===== src/rtl/axi4lite_pkg.sv =====
// Shared AXI4-Lite response codes and arbiter FSM state types.
package axi4lite_pkg;

  localparam logic [1:0] RESP_OKAY   = 2'b00;
  localparam logic [1:0] RESP_EXOKAY = 2'b01;
  localparam logic [1:0] RESP_SLVERR = 2'b10;
  localparam logic [1:0] RESP_DECERR = 2'b11;

  typedef enum logic [1:0] {W_IDLE, W_ADDR, W_RESP} wr_state_t;
  typedef enum logic [1:0] {R_IDLE, R_ADDR, R_DATA} rd_state_t;

endpackage


===== src/rtl/axi4lite_rr_pick.sv =====
// Round-robin picker: first requester after index 'last', wrapping modulo NM.
module axi4lite_rr_pick
  import axi4lite_pkg::*;
#(
  parameter int NM = 2,
  parameter int IW = $clog2(NM)
) (
  input  logic [NM-1:0] req,
  input  logic [IW-1:0] last,
  output logic [NM-1:0] grant,
  output logic [IW-1:0] idx,
  output logic          any
);

  always_comb begin
    grant = '0;
    idx   = '0;
    any   = 1'b0;
    // Scan last+1 .. last+NM so the previous owner is considered last.
    for (int i = 1; i <= NM; i++) begin
      if (!any && req[(int'(last) + i) % NM]) begin
        any = 1'b1;
        idx = IW'((int'(last) + i) % NM);
        grant[(int'(last) + i) % NM] = 1'b1;
      end
    end
  end

endmodule


===== src/rtl/axi4lite_rr_arbiter.sv =====
// NM-to-1 AXI4-Lite arbiter: independent round-robin read and write paths,
// one outstanding transaction per path, pure pass-through of the granted slice.
module axi4lite_rr_arbiter
  import axi4lite_pkg::*;
#(
  parameter int NM = 2,
  parameter int N  = 4,
  parameter int AW = 32
) (
  input  logic            ACLK,
  input  logic            ARESET,
  input  logic [NM-1:0]   s_awvalid,
  output logic [NM-1:0]   s_awready,
  input  logic [NM*AW-1:0] s_awaddr,
  input  logic [NM*3-1:0] s_awprot,
  input  logic [NM-1:0]   s_wvalid,
  output logic [NM-1:0]   s_wready,
  input  logic [NM*8*N-1:0] s_wdata,
  input  logic [NM*N-1:0] s_wstrb,
  output logic [NM-1:0]   s_bvalid,
  input  logic [NM-1:0]   s_bready,
  output logic [NM*2-1:0] s_bresp,
  input  logic [NM-1:0]   s_arvalid,
  output logic [NM-1:0]   s_arready,
  input  logic [NM*AW-1:0] s_araddr,
  input  logic [NM*3-1:0] s_arprot,
  output logic [NM-1:0]   s_rvalid,
  input  logic [NM-1:0]   s_rready,
  output logic [NM*8*N-1:0] s_rdata,
  output logic [NM*2-1:0] s_rresp,
  output logic            m_awvalid,
  input  logic            m_awready,
  output logic [AW-1:0]   m_awaddr,
  output logic [2:0]      m_awprot,
  output logic            m_wvalid,
  input  logic            m_wready,
  output logic [8*N-1:0]  m_wdata,
  output logic [N-1:0]    m_wstrb,
  input  logic            m_bvalid,
  output logic            m_bready,
  input  logic [1:0]      m_bresp,
  output logic            m_arvalid,
  input  logic            m_arready,
  output logic [AW-1:0]   m_araddr,
  output logic [2:0]      m_arprot,
  input  logic            m_rvalid,
  output logic            m_rready,
  input  logic [8*N-1:0]  m_rdata,
  input  logic [1:0]      m_rresp,
  output logic [NM-1:0]   wr_grant,
  output logic [NM-1:0]   rd_grant
);

  localparam int IW = $clog2(NM);
  localparam int DW = 8 * N;

  wr_state_t     wr_state_reg, wr_state_next;
  rd_state_t     rd_state_reg, rd_state_next;
  logic [NM-1:0] wr_grant_reg, wr_grant_next, rd_grant_reg, rd_grant_next;
  logic [IW-1:0] wr_last_reg, wr_last_next, rd_last_reg, rd_last_next;
  logic          aw_done_reg, aw_done_next, w_done_reg, w_done_next;

  logic [NM-1:0] wr_pick_grant, rd_pick_grant;
  logic [IW-1:0] wr_pick_idx, rd_pick_idx;
  logic          wr_pick_any, rd_pick_any;

  axi4lite_rr_pick #(.NM(NM), .IW(IW)) u_wr_pick (
    .req(s_awvalid), .last(wr_last_reg), .grant(wr_pick_grant), .idx(wr_pick_idx), .any(wr_pick_any)
  );
  axi4lite_rr_pick #(.NM(NM), .IW(IW)) u_rd_pick (
    .req(s_arvalid), .last(rd_last_reg), .grant(rd_pick_grant), .idx(rd_pick_idx), .any(rd_pick_any)
  );

  // While granted, 'last' doubles as the owner index for the muxes.
  logic aw_open, w_open, b_open, ar_open, r_open;
  logic aw_hs, w_hs, b_hs, ar_hs, r_hs;

  assign aw_open = (wr_state_reg == W_ADDR) && !aw_done_reg;
  assign w_open  = (wr_state_reg == W_ADDR) && !w_done_reg;
  assign b_open  = (wr_state_reg == W_RESP);
  assign ar_open = (rd_state_reg == R_ADDR);
  assign r_open  = (rd_state_reg == R_DATA);

  assign m_awvalid = aw_open && s_awvalid[wr_last_reg];
  assign m_awaddr  = aw_open ? s_awaddr[wr_last_reg*AW +: AW] : '0;
  assign m_awprot  = aw_open ? s_awprot[wr_last_reg*3 +: 3] : '0;
  assign m_wvalid  = w_open && s_wvalid[wr_last_reg];
  assign m_wdata   = w_open ? s_wdata[wr_last_reg*DW +: DW] : '0;
  assign m_wstrb   = w_open ? s_wstrb[wr_last_reg*N +: N] : '0;
  assign m_bready  = b_open && s_bready[wr_last_reg];
  assign m_arvalid = ar_open && s_arvalid[rd_last_reg];
  assign m_araddr  = ar_open ? s_araddr[rd_last_reg*AW +: AW] : '0;
  assign m_arprot  = ar_open ? s_arprot[rd_last_reg*3 +: 3] : '0;
  assign m_rready  = r_open && s_rready[rd_last_reg];

  assign aw_hs = m_awvalid && m_awready;
  assign w_hs  = m_wvalid && m_wready;
  assign b_hs  = m_bvalid && m_bready;
  assign ar_hs = m_arvalid && m_arready;
  assign r_hs  = m_rvalid && m_rready;

  generate
    for (genvar gi = 0; gi < NM; gi++) begin : g_route
      assign s_awready[gi]          = wr_grant_reg[gi] && aw_open && m_awready;
      assign s_wready[gi]           = wr_grant_reg[gi] && w_open && m_wready;
      assign s_bvalid[gi]           = wr_grant_reg[gi] && b_open && m_bvalid;
      assign s_bresp[gi*2 +: 2]     = (wr_grant_reg[gi] && b_open) ? m_bresp : '0;
      assign s_arready[gi]          = rd_grant_reg[gi] && ar_open && m_arready;
      assign s_rvalid[gi]           = rd_grant_reg[gi] && r_open && m_rvalid;
      assign s_rdata[gi*DW +: DW]   = (rd_grant_reg[gi] && r_open) ? m_rdata : '0;
      assign s_rresp[gi*2 +: 2]     = (rd_grant_reg[gi] && r_open) ? m_rresp : '0;
    end
  endgenerate

  assign wr_grant = wr_grant_reg;
  assign rd_grant = rd_grant_reg;

  always_comb begin
    wr_state_next = wr_state_reg;
    wr_grant_next = wr_grant_reg;
    wr_last_next  = wr_last_reg;
    aw_done_next  = aw_done_reg;
    w_done_next   = w_done_reg;
    case (wr_state_reg)
      W_IDLE: if (wr_pick_any) begin
        wr_grant_next = wr_pick_grant;
        wr_last_next  = wr_pick_idx;
        wr_state_next = W_ADDR;
      end
      W_ADDR: begin
        aw_done_next = aw_done_reg || aw_hs;
        w_done_next  = w_done_reg || w_hs;
        if (aw_done_next && w_done_next) begin
          aw_done_next  = 1'b0;
          w_done_next   = 1'b0;
          wr_state_next = W_RESP;
        end
      end
      W_RESP: if (b_hs) begin
        wr_grant_next = '0;
        wr_state_next = W_IDLE;
      end
      default: wr_state_next = W_IDLE;
    endcase
  end

  always_comb begin
    rd_state_next = rd_state_reg;
    rd_grant_next = rd_grant_reg;
    rd_last_next  = rd_last_reg;
    case (rd_state_reg)
      R_IDLE: if (rd_pick_any) begin
        rd_grant_next = rd_pick_grant;
        rd_last_next  = rd_pick_idx;
        rd_state_next = R_ADDR;
      end
      R_ADDR: if (ar_hs) rd_state_next = R_DATA;
      R_DATA: if (r_hs) begin
        rd_grant_next = '0;
        rd_state_next = R_IDLE;
      end
      default: rd_state_next = R_IDLE;
    endcase
  end

  always_ff @(posedge ACLK or posedge ARESET) begin
    if (ARESET) begin
      wr_state_reg <= W_IDLE;
      rd_state_reg <= R_IDLE;
      wr_grant_reg <= '0;
      rd_grant_reg <= '0;
      wr_last_reg  <= IW'(NM - 1);
      rd_last_reg  <= IW'(NM - 1);
      aw_done_reg  <= 1'b0;
      w_done_reg   <= 1'b0;
    end else begin
      wr_state_reg <= wr_state_next;
      rd_state_reg <= rd_state_next;
      wr_grant_reg <= wr_grant_next;
      rd_grant_reg <= rd_grant_next;
      wr_last_reg  <= wr_last_next;
      rd_last_reg  <= rd_last_next;
      aw_done_reg  <= aw_done_next;
      w_done_reg   <= w_done_next;
    end
  end

endmodule


===== config.mk =====
export PLATFORM = sky130hd
export DESIGN_NAME = axi4lite_rr_arbiter
export DESIGN_NICKNAME = d
export VERILOG_FILES = /design/src/rtl/axi4lite_pkg.sv /design/src/rtl/axi4lite_rr_pick.sv /design/src/rtl/axi4lite_rr_arbiter.sv
export SDC_FILE = /design/constraint.sdc
export NUM_CORES = 1
export LEC_CHECK = 0
export CAP_MARGIN = 20
export CORE_AREA = 2 2 181 183
export DETAILED_ROUTE_END_ITERATION = 10
export DIE_AREA = 0 0 183 185
export GPL_TIMING_DRIVEN = 0
export MAX_ROUTING_LAYER = met4
export PLACE_DENSITY_LB_ADDON = 0.15
export SYNTH_ARGS = -nofsm -noshare
export SYNTH_HDL_FRONTEND = slang
export SYNTH_SLANG_ARGS = --single-unit

===== constraint.sdc =====
create_clock -name ACLK -period 5.2 [get_ports ACLK]
set_clock_uncertainty 0.2 [all_clocks]
set_input_delay 1.56 -clock ACLK [delete_from_list [all_inputs] [get_ports ACLK]]
set_output_delay 1.56 -clock ACLK [all_outputs]
set_load 0.02 [all_outputs]

Yosys cells after proc, flatten, opt, wreduce, memory -nomap -nowiden
Cells that the tools add are included.
{"block": "classes", "add_sub_neg": 4, "n_mul": 2, "n_lt_le_gt_ge": 10, "n_eq_ne": 10, "shift": 6, "muxes": 68, "n_bitwise": 6, "reduce_logical": 55}
{"op": "$shiftx A64 B7 Y32", "count": 3}
{"op": "$mux W32", "count": 5}
{"op": "$logic_and A1 B1 Y1", "count": 39}
{"op": "$mux W1", "count": 36}
{"op": "$mux W2", "count": 16}
{"op": "$lt A2 B3 Y1 const B", "count": 4}
{"op": "$pmux W2 S3", "count": 2}
{"op": "$reduce_and A3 Y1", "count": 4}
{"op": "$shiftx A6 B4 Y3", "count": 2}
{"op": "$ne A2 B1 Y1 const B", "count": 5}
{"op": "$ge A2 B1 Y1 const B", "count": 4}
{"op": "$pmux W2 S2", "count": 2}
{"op": "$shiftx A8 B4 Y4", "count": 1}
{"op": "$mul A1 B2 Y3 const B", "count": 2}
{"op": "$mux W3", "count": 2}
{"op": "$add A1 B1 Y1 const B", "count": 4}
{"op": "$and A1 B1 Y1 const A", "count": 4}
{"op": "$demux W1 S1", "count": 4}
{"op": "$eq A2 B1 Y1 const B", "count": 2}
{"op": "$eq A2 B2 Y1 const B", "count": 2}
{"op": "$logic_not A1 Y1", "count": 4}
{"op": "$logic_not A2 Y1", "count": 2}
{"op": "$lt A1 B2 Y1 const B", "count": 2}
{"op": "$mux W4", "count": 1}
{"op": "5 further kinds", "count": 9}
{"block": "totals", "register_bits": 12, "inputBits": 265, "out_inout_bits": 197, "wordCells": 169}

Logic depth before layout (Yosys ltp)
Gate-level depths: netlist (run 1).
{"block": "depth", "word_depth": 11, "mapped_depth": 5, "mapped_depth_nobuf": 4}

Cells and area by module
Synthesis (run 1) repeated with hierarchy kept, for this count alone.
{"block": "hier_totals", "hier_cells": 414, "area_unflattened_um2": 2959.1}
{"module": "axi4lite_rr_arbiter", "instances": 1, "cells_per_inst": 404, "area_per_inst_um2": 2894.0, "seq_area_each_um2": 302.8}
{"module": "axi4lite_rr_pick", "instances": 2, "cells_per_inst": 5, "area_per_inst_um2": 32.5, "seq_area_each_um2": 0.0}

Worst setup path before layout (run 1)
No wires, ideal clock.
{"block": "synth_timing", "kind": "in2out", "from": "in s_rready[0]", "to": "out m_rready", "arrival_time_ns": 2.075, "required_time_ns": 3.440, "slack_ns": 1.365, "cell_stages": 2, "n_path_buf": 0, "cell_sequence": "mux2_4 > and3b_2"}
{"block": "synth_between", "elab_chain_cells": 3}
{"element": "start: declaration", "line_no": "axi4lite_rr_arbiter.sv:28", "rtl": "input logic [NM-1:0] s_rready,"}
{"element": "$mux W1 (implied by the code) (2 in a row)", "line_no": "axi4lite_rr_arbiter.sv:94", "rtl": "assign m_rready = r_open && s_rready[rd_last_reg];"}
{"element": "$logic_and A1 B1 Y1", "line_no": "axi4lite_rr_arbiter.sv:94"}
{"element": "end: declaration", "line_no": "axi4lite_rr_arbiter.sv:47", "rtl": "output logic m_rready,"}
Every way passes these cells. The select of a mux whose other input is x is not followed.

Final worst setup path (run 1)
{"block": "layout_timing", "from": "in s_arvalid[0]", "to": "out m_arvalid"}
{"block": "layout_between", "elab_chain_cells": 3}
{"element": "start: declaration", "line_no": "axi4lite_rr_arbiter.sv:23", "rtl": "input logic [NM-1:0] s_arvalid,"}
{"element": "$mux W1 (implied by the code) (2 in a row)", "line_no": "axi4lite_rr_arbiter.sv:91", "rtl": "assign m_arvalid = ar_open && s_arvalid[rd_last_reg];"}
{"element": "$logic_and A1 B1 Y1", "line_no": "axi4lite_rr_arbiter.sv:91"}
{"element": "end: declaration", "line_no": "axi4lite_rr_arbiter.sv:42", "rtl": "output logic m_arvalid,"}
Every way passes these cells. The select of a mux whose other input is x is not followed.

==> qor.yml, run 1 <==
outcome:
  status: "finished clean"
synth:
  yosysSeqAreaShare_pct: 10.5
  yosysTopAreaCellShare_pct: 37.5
  netlist_instances: 403
  synth.area.top_cells: "mux2i_1 (37%), and2_1 (16%), nor2_1 (15%), dfrtp_1 (8.7%), buf_2 (3.3%)"
  netlist.top_cell.by_area: "mux2i_1"
  synthMostInstantiatedCell: "nor2_1"
  yosys-top-cells-count: "nor2_1 (117), mux2i_1 (108), and2_1 (72)"
  synth_edf_count: 0
  ys_ff_latch: 12
  yosysUniqueCellTypes: 35
  netlist_area_um2: 2890
  synth_flop_cell: "dfrtp_1"
  yosys_warnings: 0
  avgSynthCellArea_um2: 7.16
  synth_nets: 668
  synthArstFlopShare_pct: 100
clock_tree:
  htree_num_levels: 1
  tritoncts: "built"
  cts_resized: 0
  clock_latency_ns: 0.24
  cts_sinks: 12
  ctsLongestPathBuffers: 2
  hold_buffers: 0
  cts_setup_buffers: 0
  clock-root-buffer: "clkbuf_16"
  cts_buffers: 3
  clkTransAtPathRegs_ns: 0.04
cells_and_area:
  nNetsFinal: 1134
  syn_to_final_growth_pct: 180
  instances_no_fill: 1278
  final_layout_size_suffix_gt1_share_pct: 4.61
  final.fill_count: 3539
  multiInputGateArea_um2: 2370
  ff_latch_area_um2: 303
  post-route-util_pct: 25.3
global_route:
  grt_pass1_wl_um: 29800
  grt_pass1_vias: 4600
  grt_max_degree: 13
  antenna_found_initial: 3
  track_usage_pct: 12.2
  grt-ovfl-total: 0
floorplanning:
  ioPinCount: 462
  core_area_um2: 32000
  die_area_um2: 33900
  die_y_um: 185
  die_w_um: 183
  start_util_pct: 9.01
  rows: 66
worst_setup_path:
  critPathLaunchType: "primary input"
  end_kind: "output port"
  cp_slowest_cell: "clkdlybuf4s50_1"
  worstSetupPathType: "in2out"
  arrival_ns: 3.03
  cp.buffers_inverters: 2
  cp.required_ns: 3.44
  path_cells: "clkdlybuf4s50_1 > mux2i_1 > nor2_1 > clkdlybuf4s50_1"
  cp_max_fo: 6
  crit_family: "buffers and inverters"
  cp_common_cell: "clkdlybuf4s50_1"
  cp_slowest_stage_delay_ns: 0.63
sta:
  whs_ns: 0.300
  worst_slew_pin_slew_ns: 0.545
  setup_viol: 0
  fin_crit_sh_pct: 92.1
  fin_crit_ns: 4.79
  post-route-worst-setup-slack_ns: 0.410
  clock.fmax_mhz: 209
  fin_tns_setup_ns: 0
  maxSlewViolCount: 0
  final_hold_viol_count: 0
  rsz0062_at_grt: "no"
  slew_headroom_pct: 63.6
place:
  hpwl_um: 19600
  dp_cells: 1272
  place_worst_setup_slack_ns: 0.392
  port_buffers: 461
  finalWeightedCongestion: 0.768
routing:
  firstDrtPassIters: 4
  viasPerCell: 3.54
  drc: 0
  wl_per_cell_um: 17.2
  drt_iter0_drc: 52
  antenna_left: 0
  dr_total_vias: 4527
  routed_wl_um: 22000
run:
  drv_cap: 0
power_and_ir_drop:
  vdd_drop_max_v: 0.000188
  power.density_nw_per_um2: 434
  power_leakage_nw: 3.23
min_path:
  hold_class: "reg2reg"
worst reg2reg max path, stage by stage (launching register included):
cell and delay (ns):
dfstp_2 0.50, buf_2 0.20, mux2_4 0.36, a21oi_2 0.17, nor2_1 0.09, a22o_1 0.20
kinds of logic (layout without fill, tap and decap cells):
logic type,after synthesis,in the layout,synth area share (%)
AO/OA/AOI/OAI,17,17,4.59
multiplexers,111,111,39.0
AND/OR/NAND/NOR,226,226,38.7
other,0,3,0
flip-flops,12,12,10.5
buffers and inverters,37,501,7.24
per-stage QoR:
step | power [W] | cell area (um^2)
global route | 0.00376 | 8090
CTS | 0.00360 | 8090
finish | 0.00351 | 8090
detailed placement | 0.00344 | 8010
floorplan | 0.00189 | 2890
global placement | 0.00348 | 8010
placed cells by master (no fill, tap or decap), drive strengths merged, types with 4 or more instances in the layout:
| master | instances |
|---|---|
| dfrtp | 10 |
| nor2 | 117 |
| mux2i | 108 |
| nor2b | 4 |
| buf | 25 |
| and2 | 72 |
| nand2b | 5 |
| and3 | 12 |
| nand2 | 7 |
| a21oi | 4 |
| clkdlybuf4s50 | 461 |
| clkbuf | 13 |
worst paths after layout:
path,from,endpoint,slack [ns],depth (start not counted)
min,wr_state_reg[1]$_DFFE_PP0P_,wr_state_reg[0]$_DFFE_PP0P_,0.30,1
max in group asynchronous,ARESET,rd_last_reg$_DFFE_PP1P_,2.97,2
min reg2reg,wr_state_reg[1]$_DFFE_PP0P_,wr_state_reg[0]$_DFFE_PP0P_,0.30,1
max reg2reg,wr_last_reg$_DFFE_PP1P_,wr_state_reg[1]$_DFFE_PP0P_,3.37,5
min in group asynchronous,ARESET,wr_state_reg[1]$_DFFE_PP0P_,1.46,2
max,s_arvalid[0],m_arvalid,0.41,4
layer usage:
metal	up-vias	wire length, um	global-route usage [%]
li1	2281	-	-
met1	1970	7330	10.9
met2	272	12100	24.9
met3	4	2480	4.99
met4	0	97	0.608
met5	-	0	-
area by class of cell:
cell class,instances,share of cell area (%)
clock buffers,3,0.928
repair buffers,461,57.0
diodes,3,0.0928
well taps,408,6.31
flip-flops and latches,12,3.74
plain buffers,35,2.49
multi-input cells,354,29.3
inverters,2,0.0928
report_power, final:
group | switching (W) | total (W) | internal, W
clock | 0.0000384 | 0.000138 | 0.000100
sequential | 0.0000548 | 0.000199 | 0.000145
combinational | 0.00167 | 0.00318 | 0.00150
No activity file was read; power rests on OpenSTA's default activity.
==> run 2: changes to the inputs <==
CAP_MARGIN = default   (was 20)
==> results of run 2 <==
Same layout as run 1: the final DEF is identical, and so are final timing and power.
==> run 3: changes to the inputs <==
CORE_AREA = 2 2 178 180   (was 2 2 181 183)
DIE_AREA = 0 0 180 182   (was 0 0 183 185)
SLEW_MARGIN = 20   (was default)
clock period = 4.5 ns   (was 5.2 ns; I/O delays follow)
==> run 3 against run 2 <==
  * Utilization rose by 0.82 points
  * Final area decreased by 0.15%
  * Clock power is 22% higher
  * Via count decreased by 0.71%
  * Critical path depth stayed put
  * Final cell count down 0.63%
  * Largest power group unchanged
==> qor.yml, run 3 (synthesis gave the netlist of run 1 again) <==
place:
  hpwl_um: 16700  # was 19600 um
  place_worst_setup_slack_ns: 0.0867  # was 0.392 ns
  finalWeightedCongestion: 0.717  # was 0.768
  port_buffers: 461  # unchanged
global_route:
  grt-ovfl-total: 0  # unchanged
  antenna_found_initial: 1  # was 3
  track_usage_pct: 11.1  # was 12.2%
  grt_pass1_wl_um: 27600  # was 29800 um
  grt_max_degree: 13  # unchanged
  grt_pass1_vias: 4686  # was 4600
worst_setup_path:
  crit_end: "m_awvalid"  # was m_arvalid
  reg2reg_from: "wr_last_reg$_DFFE_PP1P_"  # unchanged
  critPathLaunch: "s_awvalid[0]"  # was s_arvalid[0]
  critPathLaunchType: "primary input"  # unchanged
  r2r_slack_ns: 2.67  # was 3.37 ns
  r2r_cells: 5  # unchanged
  r2r_end: "wr_state_reg[1]$_DFFE_PP0P_"  # unchanged
  cp_max_fo: 4  # was 6
  worstSetupPathType: "in2out"  # unchanged
  end_kind: "output port"  # unchanged
  arrival_ns: 2.84  # was 3.03 ns
  cp.required_ns: 2.95  # was 3.44 ns
min_path:
  hold_class: "reg2reg"  # unchanged
floorplanning:
  ioPinCount: 462  # unchanged
  die_area_um2: 32800  # was 33900 um^2
  die_y_um: 182  # was 185 um
  die_w_um: 180  # was 183 um
  start_util_pct: 9.32  # was 9.01%
  rows: 65  # was 66
  core_area_um2: 31000  # was 32000 um^2
run:
  drv_cap: 0  # unchanged
sta:
  slew_headroom_pct: 63.9  # was 63.6%
  maxSlewViolCount: 0  # unchanged
  post-route-worst-setup-slack_ns: 0.111  # was 0.410 ns
  fin_tns_setup_ns: 0  # unchanged
  final_hold_viol_count: 0  # unchanged
  worst_slew_pin_slew_ns: 0.541  # was 0.545 ns
  fin_crit_ns: 4.39
  fin_crit_sh_pct: 97.5
  rsz0062_at_grt: "no"  # unchanged
  clock.fmax_mhz: 228
  setup_viol: 0  # unchanged
routing:
  wl_per_cell_um: 15.0  # was 17.2 um
  drt_iter0_drc: 73  # was 52
  viasPerCell: 3.54  # about the same
  wl_met1_um: 7110  # was 7330 um
  drc: 0  # unchanged
  dr_total_vias: 4495  # was 4527
  wl_met3_um: 1580  # was 2480 um
  routed_wl_um: 19000  # was 22000 um
  top_layer: "met4"  # unchanged
  antenna_left: 0  # unchanged
  firstDrtPassIters: 4  # unchanged
  met2_wirelength_um: 10200  # was 12100 um
cells_and_area:
  syn_to_final_growth_pct: 180  # about the same
  nNetsFinal: 1134  # unchanged
  final_common_cell: "clkdlybuf4s50_1"  # unchanged
  layout_common_cells: "clkdlybuf4s50_1 (461), nor2_1 (117), mux2i_1 (108), and2_1 (72), buf_2 (19)"  # unchanged
  final_layout_size_suffix_gt1_share_pct: 4.61  # unchanged
clock_tree:
  tritoncts: "built"  # unchanged
  clock_latency_ns: 0.24  # about the same
  clkTransAtPathRegs_ns: 0.05  # was 0.04 ns
  clock-root-buffer: "clkbuf_16"  # unchanged
  cts_setup_buffers: 0  # unchanged
  htree_num_levels: 1  # unchanged
  hold_buffers: 0  # unchanged
  ctsLongestPathBuffers: 2  # unchanged
  cts_buffers: 3  # unchanged
  cts_sinks: 12  # unchanged
  cts_resized: 0  # unchanged
power_and_ir_drop:
  power.density_nw_per_um2: 497  # was 434 nW/um^2
  power_leakage_nw: 3.23  # about the same
  vdd_drop_max_v: 0.000375  # was 0.000188 V
outcome:
  status: "finished clean"  # unchanged
==> run 3: cell count changes in the layout (fill, tap and decap cells not counted) <==
cell,before,now
diode_2,3,1
==> run 3: critical path, stage by stage <==
cell and delay [ns]:
clkdlybuf4s50_1 0.46, mux2_4 0.32, and2_1 0.14, clkdlybuf4s50_1 0.56
==> run 3: report_power, final <==
| part | leakage (nW) | internal [W] | switching (W) | total [W] |
|---|---|---|---|---|
| Combinational | 3.05 | 0.00174 | 0.00187 | 0.00361 |
| Sequential | 0.143 | 0.000167 | 0.0000739 | 0.000241 |
| Clock | 0.0370 | 0.000116 | 0.0000514 | 0.000168 |
| Total | 3.23 | 0.00202 | 0.00200 | 0.00402 |
==> run 3: cell type report <==
type,count,area [um^2]
diodes,1,2.50
plain buffers,35,201
clock buffers,3,75.1
fillers,3409,22900
inverters,2,7.51
multi-input cells,354,2370
flip-flops and latches,12,303
well taps,402,503
repair buffers,461,4610
==> run 3: how the worst min path moves through the flow <==
| stage | from | endpoint | slack (ns) | cells after the start |
|---|---|---|---|---|
| finish | wr_state_reg[1]$_DFFE_PP0P_ | wr_state_reg[0]$_DFFE_PP0P_ | 0.31 | 1 |
| detailed placement | wr_state_reg[1]$_DFFE_PP0P_ | wr_state_reg[0]$_DFFE_PP0P_ | 0.30 | 1 |
| CTS | wr_state_reg[1]$_DFFE_PP0P_ | wr_state_reg[0]$_DFFE_PP0P_ | 0.30 | 1 |
| floorplan | wr_state_reg[1]$_DFFE_PP0P_ | wr_state_reg[0]$_DFFE_PP0P_ | 0.25 | 1 |
| global route | wr_state_reg[1]$_DFFE_PP0P_ | wr_state_reg[0]$_DFFE_PP0P_ | 0.33 | 1 |
| global placement | wr_state_reg[1]$_DFFE_PP0P_ | wr_state_reg[0]$_DFFE_PP0P_ | 0.30 | 1 |
==> run 3: routing by layer <==
metal,vias up,track usage [%]
met3,6,3.05
met4,0,1.50
met1,1952,11.3
met2,258,21.7
li1,2279,-
met5,-,-
==> run 3: through the flow <==
stage / total power [W] / std cells / utilization [%] / hold WS (ns) / instance area (um^2)
floorplan: 0.00219 / 403 / - / 0.252 / 2890
global placement: 0.00395 / 1266 / 25.8 / 0.304 / 8000
detailed placement: 0.00391 / 1266 / 25.8 / 0.295 / 8000
CTS: 0.00411 / 1269 / 26.1 / 0.305 / 8080
global route: 0.00431 / 1270 / 26.1 / 0.332 / 8080
finish: 0.00402 / 1270 / 26.1 / 0.307 / 8080
